`config.mk`:
```
export PLATFORM = sky130hd
export DESIGN_NAME = reg_sweep_rmw
export DESIGN_NICKNAME = d
export VERILOG_FILES = /design/src/rtl/rmw_pkg.sv /design/src/rtl/rmw_wait_timer.sv /design/src/rtl/reg_sweep_rmw.sv
export SDC_FILE = /design/constraint.sdc
export NUM_CORES = 1
export LEC_CHECK = 0
export ABC_AREA = 1
export BUFFER_PORTS_ARGS = -buffer_cell sky130_fd_sc_hd__buf_2
export CAP_MARGIN = 40
export CORE_AREA = 5 5 110 112
export CTS_BUF_LIST = sky130_fd_sc_hd__clkbuf_4
export DETAILED_ROUTE_END_ITERATION = 10
export DIE_AREA = 0 0 115 117
export PLACE_DENSITY = 0.86
export SLEW_MARGIN = 0
export SYNTH_ARGS = -nofsm -noshare
export SYNTH_HDL_FRONTEND = slang
export SYNTH_SLANG_ARGS = --single-unit
export TNS_END_PERCENT = 30
```
`constraint.sdc`:
```
create_clock -name i_clock -period 7 [get_ports i_clock]
set_input_delay 0.7 -clock i_clock [delete_from_list [all_inputs] [get_ports i_clock]]
set_output_delay 0.7 -clock i_clock [all_outputs]
set_load 0.01 [all_outputs]
```
`src/rtl/rmw_pkg.sv`:
```
// Shared definitions for the register-bank read-modify-write sweeper.
//   state_t         : sequencer states (IDLE, READ, WAIT, WRITE)
//   RMW_*           : default parameter values used by reg_sweep_rmw
package rmw_pkg;

  typedef enum logic [1:0] {
    IDLE  = 2'd0,
    READ  = 2'd1,
    WAIT  = 2'd2,
    WRITE = 2'd3
  } state_t;

  localparam int RMW_DATA_WIDTH   = 32;
  localparam int RMW_ADDR_WIDTH   = 5;
  localparam int RMW_FIRST_REG    = 1;
  localparam int RMW_LAST_REG     = 31;
  localparam int RMW_READ_LATENCY = 1;
  localparam int RMW_PASS_WIDTH   = 16;

endpackage

```
`src/rtl/rmw_wait_timer.sv`:
```
// Loadable down-counter that sets the length of the WAIT state.
// Loaded with LATENCY-1 while the sequencer is in READ, it then counts
// down once per cycle; o_last is high in the final WAIT cycle (count == 0).
// Ports:
//   i_clk   : clock, rising edge
//   i_rst   : asynchronous active-high reset
//   i_load  : reload the counter (asserted during READ)
//   o_last  : current WAIT cycle is the last one
module rmw_wait_timer #(
  parameter int LATENCY = 1
) (
  input  logic i_clk,
  input  logic i_rst,
  input  logic i_load,
  output logic o_last
);

  localparam int CW = (LATENCY > 1) ? $clog2(LATENCY) : 1;
  localparam logic [CW-1:0] LOAD_VAL = CW'(LATENCY - 1);

  logic [CW-1:0] r_count;

  always_ff @(posedge i_clk or posedge i_rst) begin
    if (i_rst) begin
      r_count <= '0;
    end else if (i_load) begin
      r_count <= LOAD_VAL;
    end else if (r_count != '0) begin
      r_count <= r_count - 1'b1;
    end
  end

  assign o_last = (r_count == '0);

endmodule

```
`src/rtl/reg_sweep_rmw.sv`:
```
// Register-bank read-modify-write sequencer. Sweeps registers
// FIRST_REG..LAST_REG: reads each one through the bank's second read port,
// adds a latched step, and writes the result back. One-shot or continuous.
//
// Build option: define RMW_SATURATE_EN to make the add saturate at
// 2^DATA_WIDTH-1 instead of wrapping.
//
// Ports:
//   i_clock        : clock, rising edge
//   i_reset        : asynchronous active-high reset
//   i_start        : begin a sweep (sampled only in IDLE)
//   i_continuous   : latched at start; repeat sweeps until stopped
//   i_stop         : end after the current register's write (sticky)
//   i_step         : increment, latched at start
//   o_rd_address   : read address to the bank
//   o_rd           : read strobe
//   i_rd_data      : read data, valid READ_LATENCY cycles after the read edge
//   o_wr_address   : write address to the bank
//   o_wr           : write strobe (never asserted for register 0)
//   o_wr_data      : write data
//   o_busy         : high in any state but IDLE
//   o_done         : one-cycle pulse when a full sweep completes
//   o_pass_count   : completed sweeps since reset, wrapping
module reg_sweep_rmw
  import rmw_pkg::*;
#(
  parameter int DATA_WIDTH   = RMW_DATA_WIDTH,
  parameter int ADDR_WIDTH   = RMW_ADDR_WIDTH,
  parameter int FIRST_REG    = RMW_FIRST_REG,
  parameter int LAST_REG     = RMW_LAST_REG,
  parameter int READ_LATENCY = RMW_READ_LATENCY,
  parameter int PASS_WIDTH   = RMW_PASS_WIDTH
) (
  input  logic                  i_clock,
  input  logic                  i_reset,
  input  logic                  i_start,
  input  logic                  i_continuous,
  input  logic                  i_stop,
  input  logic [DATA_WIDTH-1:0] i_step,
  output logic [ADDR_WIDTH-1:0] o_rd_address,
  output logic                  o_rd,
  input  logic [DATA_WIDTH-1:0] i_rd_data,
  output logic [ADDR_WIDTH-1:0] o_wr_address,
  output logic                  o_wr,
  output logic [DATA_WIDTH-1:0] o_wr_data,
  output logic                  o_busy,
  output logic                  o_done,
  output logic [PASS_WIDTH-1:0] o_pass_count
);

  localparam logic [ADDR_WIDTH-1:0] LP_FIRST = ADDR_WIDTH'(FIRST_REG);
  localparam logic [ADDR_WIDTH-1:0] LP_LAST  = ADDR_WIDTH'(LAST_REG);

`ifdef RMW_SATURATE_EN
  localparam bit SAT_EN = 1'b1;
`else
  localparam bit SAT_EN = 1'b0;
`endif

  // Unsigned add; on carry-out either clamp to all-ones or keep the low bits.
  function automatic logic [DATA_WIDTH-1:0] rmw_add(
    input logic [DATA_WIDTH-1:0] a,
    input logic [DATA_WIDTH-1:0] b
  );
    logic [DATA_WIDTH:0] s;
    s = {1'b0, a} + {1'b0, b};
    return (SAT_EN && s[DATA_WIDTH]) ? '1 : s[DATA_WIDTH-1:0];
  endfunction

  state_t                r_state;
  logic [ADDR_WIDTH-1:0] r_cur;
  logic [DATA_WIDTH-1:0] r_step;
  logic                  r_continuous;
  logic                  r_stop_seen;
  logic [ADDR_WIDTH-1:0] r_rd_address;
  logic                  r_rd;
  logic [ADDR_WIDTH-1:0] r_wr_address;
  logic                  r_wr;
  logic [DATA_WIDTH-1:0] r_wr_data;
  logic                  r_busy;
  logic                  r_done;
  logic [PASS_WIDTH-1:0] r_pass_count;

  logic                  w_wait_last;
  logic                  w_timer_load;
  logic                  w_stop_req;
  logic                  w_at_last;
  logic [ADDR_WIDTH-1:0] w_next_cur;
  logic [DATA_WIDTH-1:0] w_sum;

  assign w_timer_load = (r_state == READ);
  // A stop arriving in the WRITE cycle itself still ends the run after that write.
  assign w_stop_req   = r_stop_seen | i_stop;
  assign w_at_last    = (r_cur == LP_LAST);
  assign w_next_cur   = w_at_last ? LP_FIRST : r_cur + 1'b1;
  assign w_sum        = rmw_add(i_rd_data, r_step);

  rmw_wait_timer #(
    .LATENCY (READ_LATENCY)
  ) u_wait_timer (
    .i_clk  (i_clock),
    .i_rst  (i_reset),
    .i_load (w_timer_load),
    .o_last (w_wait_last)
  );

  always_ff @(posedge i_clock or posedge i_reset) begin
    if (i_reset) begin
      r_state      <= IDLE;
      r_cur        <= '0;
      r_step       <= '0;
      r_continuous <= 1'b0;
      r_stop_seen  <= 1'b0;
      r_rd_address <= '0;
      r_rd         <= 1'b0;
      r_wr_address <= '0;
      r_wr         <= 1'b0;
      r_wr_data    <= '0;
      r_busy       <= 1'b0;
      r_done       <= 1'b0;
      r_pass_count <= '0;
    end else begin
      r_rd   <= 1'b0;
      r_wr   <= 1'b0;
      r_done <= 1'b0;
      unique case (r_state)
        IDLE: begin
          // A stop seen together with start is dropped.
          r_stop_seen <= 1'b0;
          if (i_start) begin
            r_step       <= i_step;
            r_continuous <= i_continuous;
            r_cur        <= LP_FIRST;
            r_rd         <= 1'b1;
            r_rd_address <= LP_FIRST;
            r_busy       <= 1'b1;
            r_state      <= READ;
          end
        end
        READ: begin
          r_stop_seen <= w_stop_req;
          r_state     <= WAIT;
        end
        WAIT: begin
          r_stop_seen <= w_stop_req;
          if (w_wait_last) begin
            r_wr_data    <= w_sum;
            r_wr_address <= r_cur;
            r_wr         <= (r_cur != '0);  // register 0 is hardwired
            r_state      <= WRITE;
          end
        end
        WRITE: begin
          if (w_at_last) begin
            r_done       <= 1'b1;
            r_pass_count <= r_pass_count + 1'b1;
          end
          if (w_stop_req || (w_at_last && !r_continuous)) begin
            r_busy      <= 1'b0;
            r_stop_seen <= 1'b0;
            r_state     <= IDLE;
          end else begin
            r_cur        <= w_next_cur;
            r_rd         <= 1'b1;
            r_rd_address <= w_next_cur;
            r_state      <= READ;
          end
        end
        default: r_state <= IDLE;
      endcase
    end
  end

  assign o_rd_address = r_rd_address;
  assign o_rd         = r_rd;
  assign o_wr_address = r_wr_address;
  assign o_wr         = r_wr;
  assign o_wr_data    = r_wr_data;
  assign o_busy       = r_busy;
  assign o_done       = r_done;
  assign o_pass_count = r_pass_count;

endmodule

```
==> summary.md <==
| Metric | Value |
|---|---|
| Outcome | finished, final reports clean |
| Crit path time final | 2.27 ns |
| Wire length per cell | 13.5 µm |
| Vias in the first global route | 5454 |
| Hold Crit Class | input port to async pin |
| Tot GR Track Use | 23.3% |
| Clock Latency Late Sink | 0.49 ns |
| Post-synthesis sequential area ratio | 39.4% |
| Setup Total Neg Slack | 0 ns |
| Crit path largest cell delay | 0.64 ns |
| H-Tree Depth | 3 |
| Part of the power in combinational logic | 58.9% |
| Critical path, cell by cell | inv_1 > ha_1 > inv_1 > buf_16 > buf_4 > nand2_1 > o21ai_0 |
| Most used DFF post-synth | dfrtp_1 |
| Horiz. Die Dim | 115 µm |
| Routed vias/inst | 5.00 |
| Flops & latches, synth | 98 |
| CTS resizes | 0 |
| CP dominant cell by count | inv_1 |
| P per Cell Area | 411 nW/µm² |
| Die H | 117 µm |
| Layout area overhead | 15.5% |
| Total die area | 13500 µm² |
| Setup WS pre-CTS | 4.51 ns |
| Layout cells sized above 1 | 19.9% |
| P_sw | 1.40 mW |
| Clock network fraction of total power | 9.9% |
| CP Buf/Inv Count | 4 |
| CP Capture Type | flop |
| DP Wirelength | 12.2 mm |
| Routed WL | 15.0 mm |
| Share of the synthesized area in the top cell type | 39.4% |
| Max Cap Viol | 0 |
| Tcrit/Tclk final | 32.4% |
| Fin nets | 1075 |
| Net Count, Synth | 942 |
| Worst setup slack after layout | 4.73 ns |
| Mapped cell area | 6220 µm² |
| Final hold vios | 0 |
| Clock Sinks | 98 |
| Iter 0 DRT Violations | 396 |
| CTS Buffer Depth | 2 |
| RSZ-0062 raised after global routing | false |
| Final count of pins violating max slew | 0 |
| Via count | 5580 |
| Most frequent cells after synthesis | nand2_1, inv_1, dfrtp_1 |
| Max_slew headroom | 45.7% |
| GR Overflow Total | 0 |
| Worst Path Required | 7.38 ns |
| Initial antenna violation count | 0 |
| Initial core utilization | 55.9% |
| Startpoint kind of the worst setup timing path | flop |
| Worst-Margin Slew | 0.814 ns |
| Post-synth EDFFs | 0 |
| Leak | 4.22 nW |
| Pre-antenna DRT Iters | 5 |
| Sw Share | 47.4% |
| CTS tree | done |
| FMAX | 441 MHz |
| Synth area leaders | dfrtp_1, nand2_1, inv_1 |
| Crit path DAT | 2.65 ns |
| Drt drc | 0 |
| Post-CTS Hold Buffers | 0 |
| Post-route ant nets | 0 |
| Clock skew after layout | 0.0145 ns |
| Placed Cells | 1098 |
| Num CTS Buffers | 9 |
| Fin Hold WS | 0.173 ns |
| IO Port Bufs | 130 |
| Final GP Congestion | 0.917 |
| Ys async rst share | 100% |
| Int Power | 1.55 mW |
| Synthesized instance count | 833 |
| First-pass GRT wire length | 25.0 mm |
| I/O Pins | 131 |
| CTS root buf | clkbuf_4 |
| Filler cells | 1022 |
| Most numerous cell in the Yosys netlist | nand2_1 |
| Final setup vio count | 0 |
| Syn. warnings | 0 |
| Cell family with most CP delay | buffers and inverters |
| Final non-filler cell total | 1115 |
| Sequential Power Share | 31.1% |
| Synthesized area per cell | 7.47 µm² |
| Post-CTS setup repair buffer count | 0 |
| Yosys top cell by area | dfrtp_1 |
| Maximum VDD drop | 0.190 mV |
| Post-synth cell types | 30 |
| Core footprint | 11100 µm² |
| Clock transition at path regs | 0.17 ns |
| Storage cell area | 2450 µm² |
| Crit path max fanout | 28 |
| Rows | 39 |
| Multi-input combinational cell area | 3220 µm² |
| Pin count of the biggest net entering global routing | 67 |
| Slowest CP cell | ha_1 |
| Critical path type | flop to flop |
power groups by stage:
stage               clock, mW  combinational [mW]  sequential [mW]
floorplan                   0                1.21            0.958
global placement            0                1.68            0.926
detailed placement          0                1.74            0.932
CTS                     0.304                1.75            0.921
global route            0.326                2.00            0.945
finish                  0.294                1.74            0.920
cells by family (layout without fill, tap and decap cells):
| group | Yosys count | count (layout) | share of synthesized area [%] |
|---|---|---|---|
| mux | 33 | 33 | 5.97 |
| xor+xnor | 29 | 29 | 4.08 |
| flops | 98 | 98 | 39.4 |
| compound gates | 58 | 58 | 5.09 |
| fa+ha+maj | 40 | 40 | 8.16 |
| other cells | 0 | 1 | 0 |
| simple gates | 430 | 430 | 28.4 |
| buf+inv | 145 | 283 | 8.85 |
state kept, by name, indices dropped and copies added (netlist names):
name          flops
o_rd_address      5
r_stop_seen       1
r_step           32
o_wr_address      5
o_wr              1
o_rd              1
r_continuous      1
o_busy            1
o_wr_data        32
r_state           2
o_pass_count     16
o_done            1
final timing paths:
check | from | endpoint | slack, ns | cells after the start
min in group i_clock | i_stop | r_stop_seen | 0.43 | 3
worst max-delay path | r_state[0] | o_wr_address[0] | 4.73 | 7
worst min register to register | o_pass_count[15] | o_pass_count[15] | 0.50 | 1
worst min-delay path | i_reset | o_pass_count[4] | 0.17 | 2
worst max register to register | r_state[0] | o_wr_address[0] | 4.73 | 7
max in group asynchronous | i_reset | o_wr_data[9] | 5.65 | 3
worst reg2reg max path: stages, from the launching register on:
cell and delay (ns):
dfrtp_1 0.44, inv_1 0.11, ha_1 0.64, inv_1 0.35
buf_16 0.25, buf_4 0.22, nand2_1 0.10, o21ai_0 0.07
per-layer routing:
layer	vias up	track usage [%]	wire length, µm
met2	154	39.2	7290
met5	-	0	0
met3	37	3.96	848
met1	2533	29.5	6390
met4	0	10.8	513
li1	2856	-	-
through the flow:
step           power [mW]  utilization [%]  area [µm²]
2_1_floorplan        2.17                -        6220
3_3_place_gp         2.61             63.2        7030
3_5_place_dp         2.67             63.4        7050
4_1_cts              2.97             64.6        7190
5_1_grt              3.27             64.6        7190
6_report             2.96             64.6        7190
placed cells by master, fill, tap and decap left out, types with 2 or more instances in the layout:
master	instances
a21oi_1	23
a22oi_1	2
buf_2	130
buf_4	3
clkbuf_4	9
clkinv_4	2
dfrtp_1	98
ha_1	39
inv_1	132
inv_6	2
mux2_2	33
nand2_1	305
nand3_1	52
nand3_2	2
nand3b_1	3
nand4_1	3
nor2_1	52
nor2_4	2
nor3_1	6
nor3_2	2
o21ai_0	25
o21bai_1	3
xnor2_1	18
xor2_1	11
layout make-up:
cell class | instances | area share (%)
multi-input cells | 590 | 44.8
flip-flops and latches | 98 | 34.1
repair buffers | 134 | 9.75
inverters | 133 | 6.98
well taps | 143 | 2.49
clock buffers | 9 | 0.940
clock inverters | 7 | 0.888
diodes | 1 | 0.0348
Note: power is estimated with default switching activity, not from simulation.
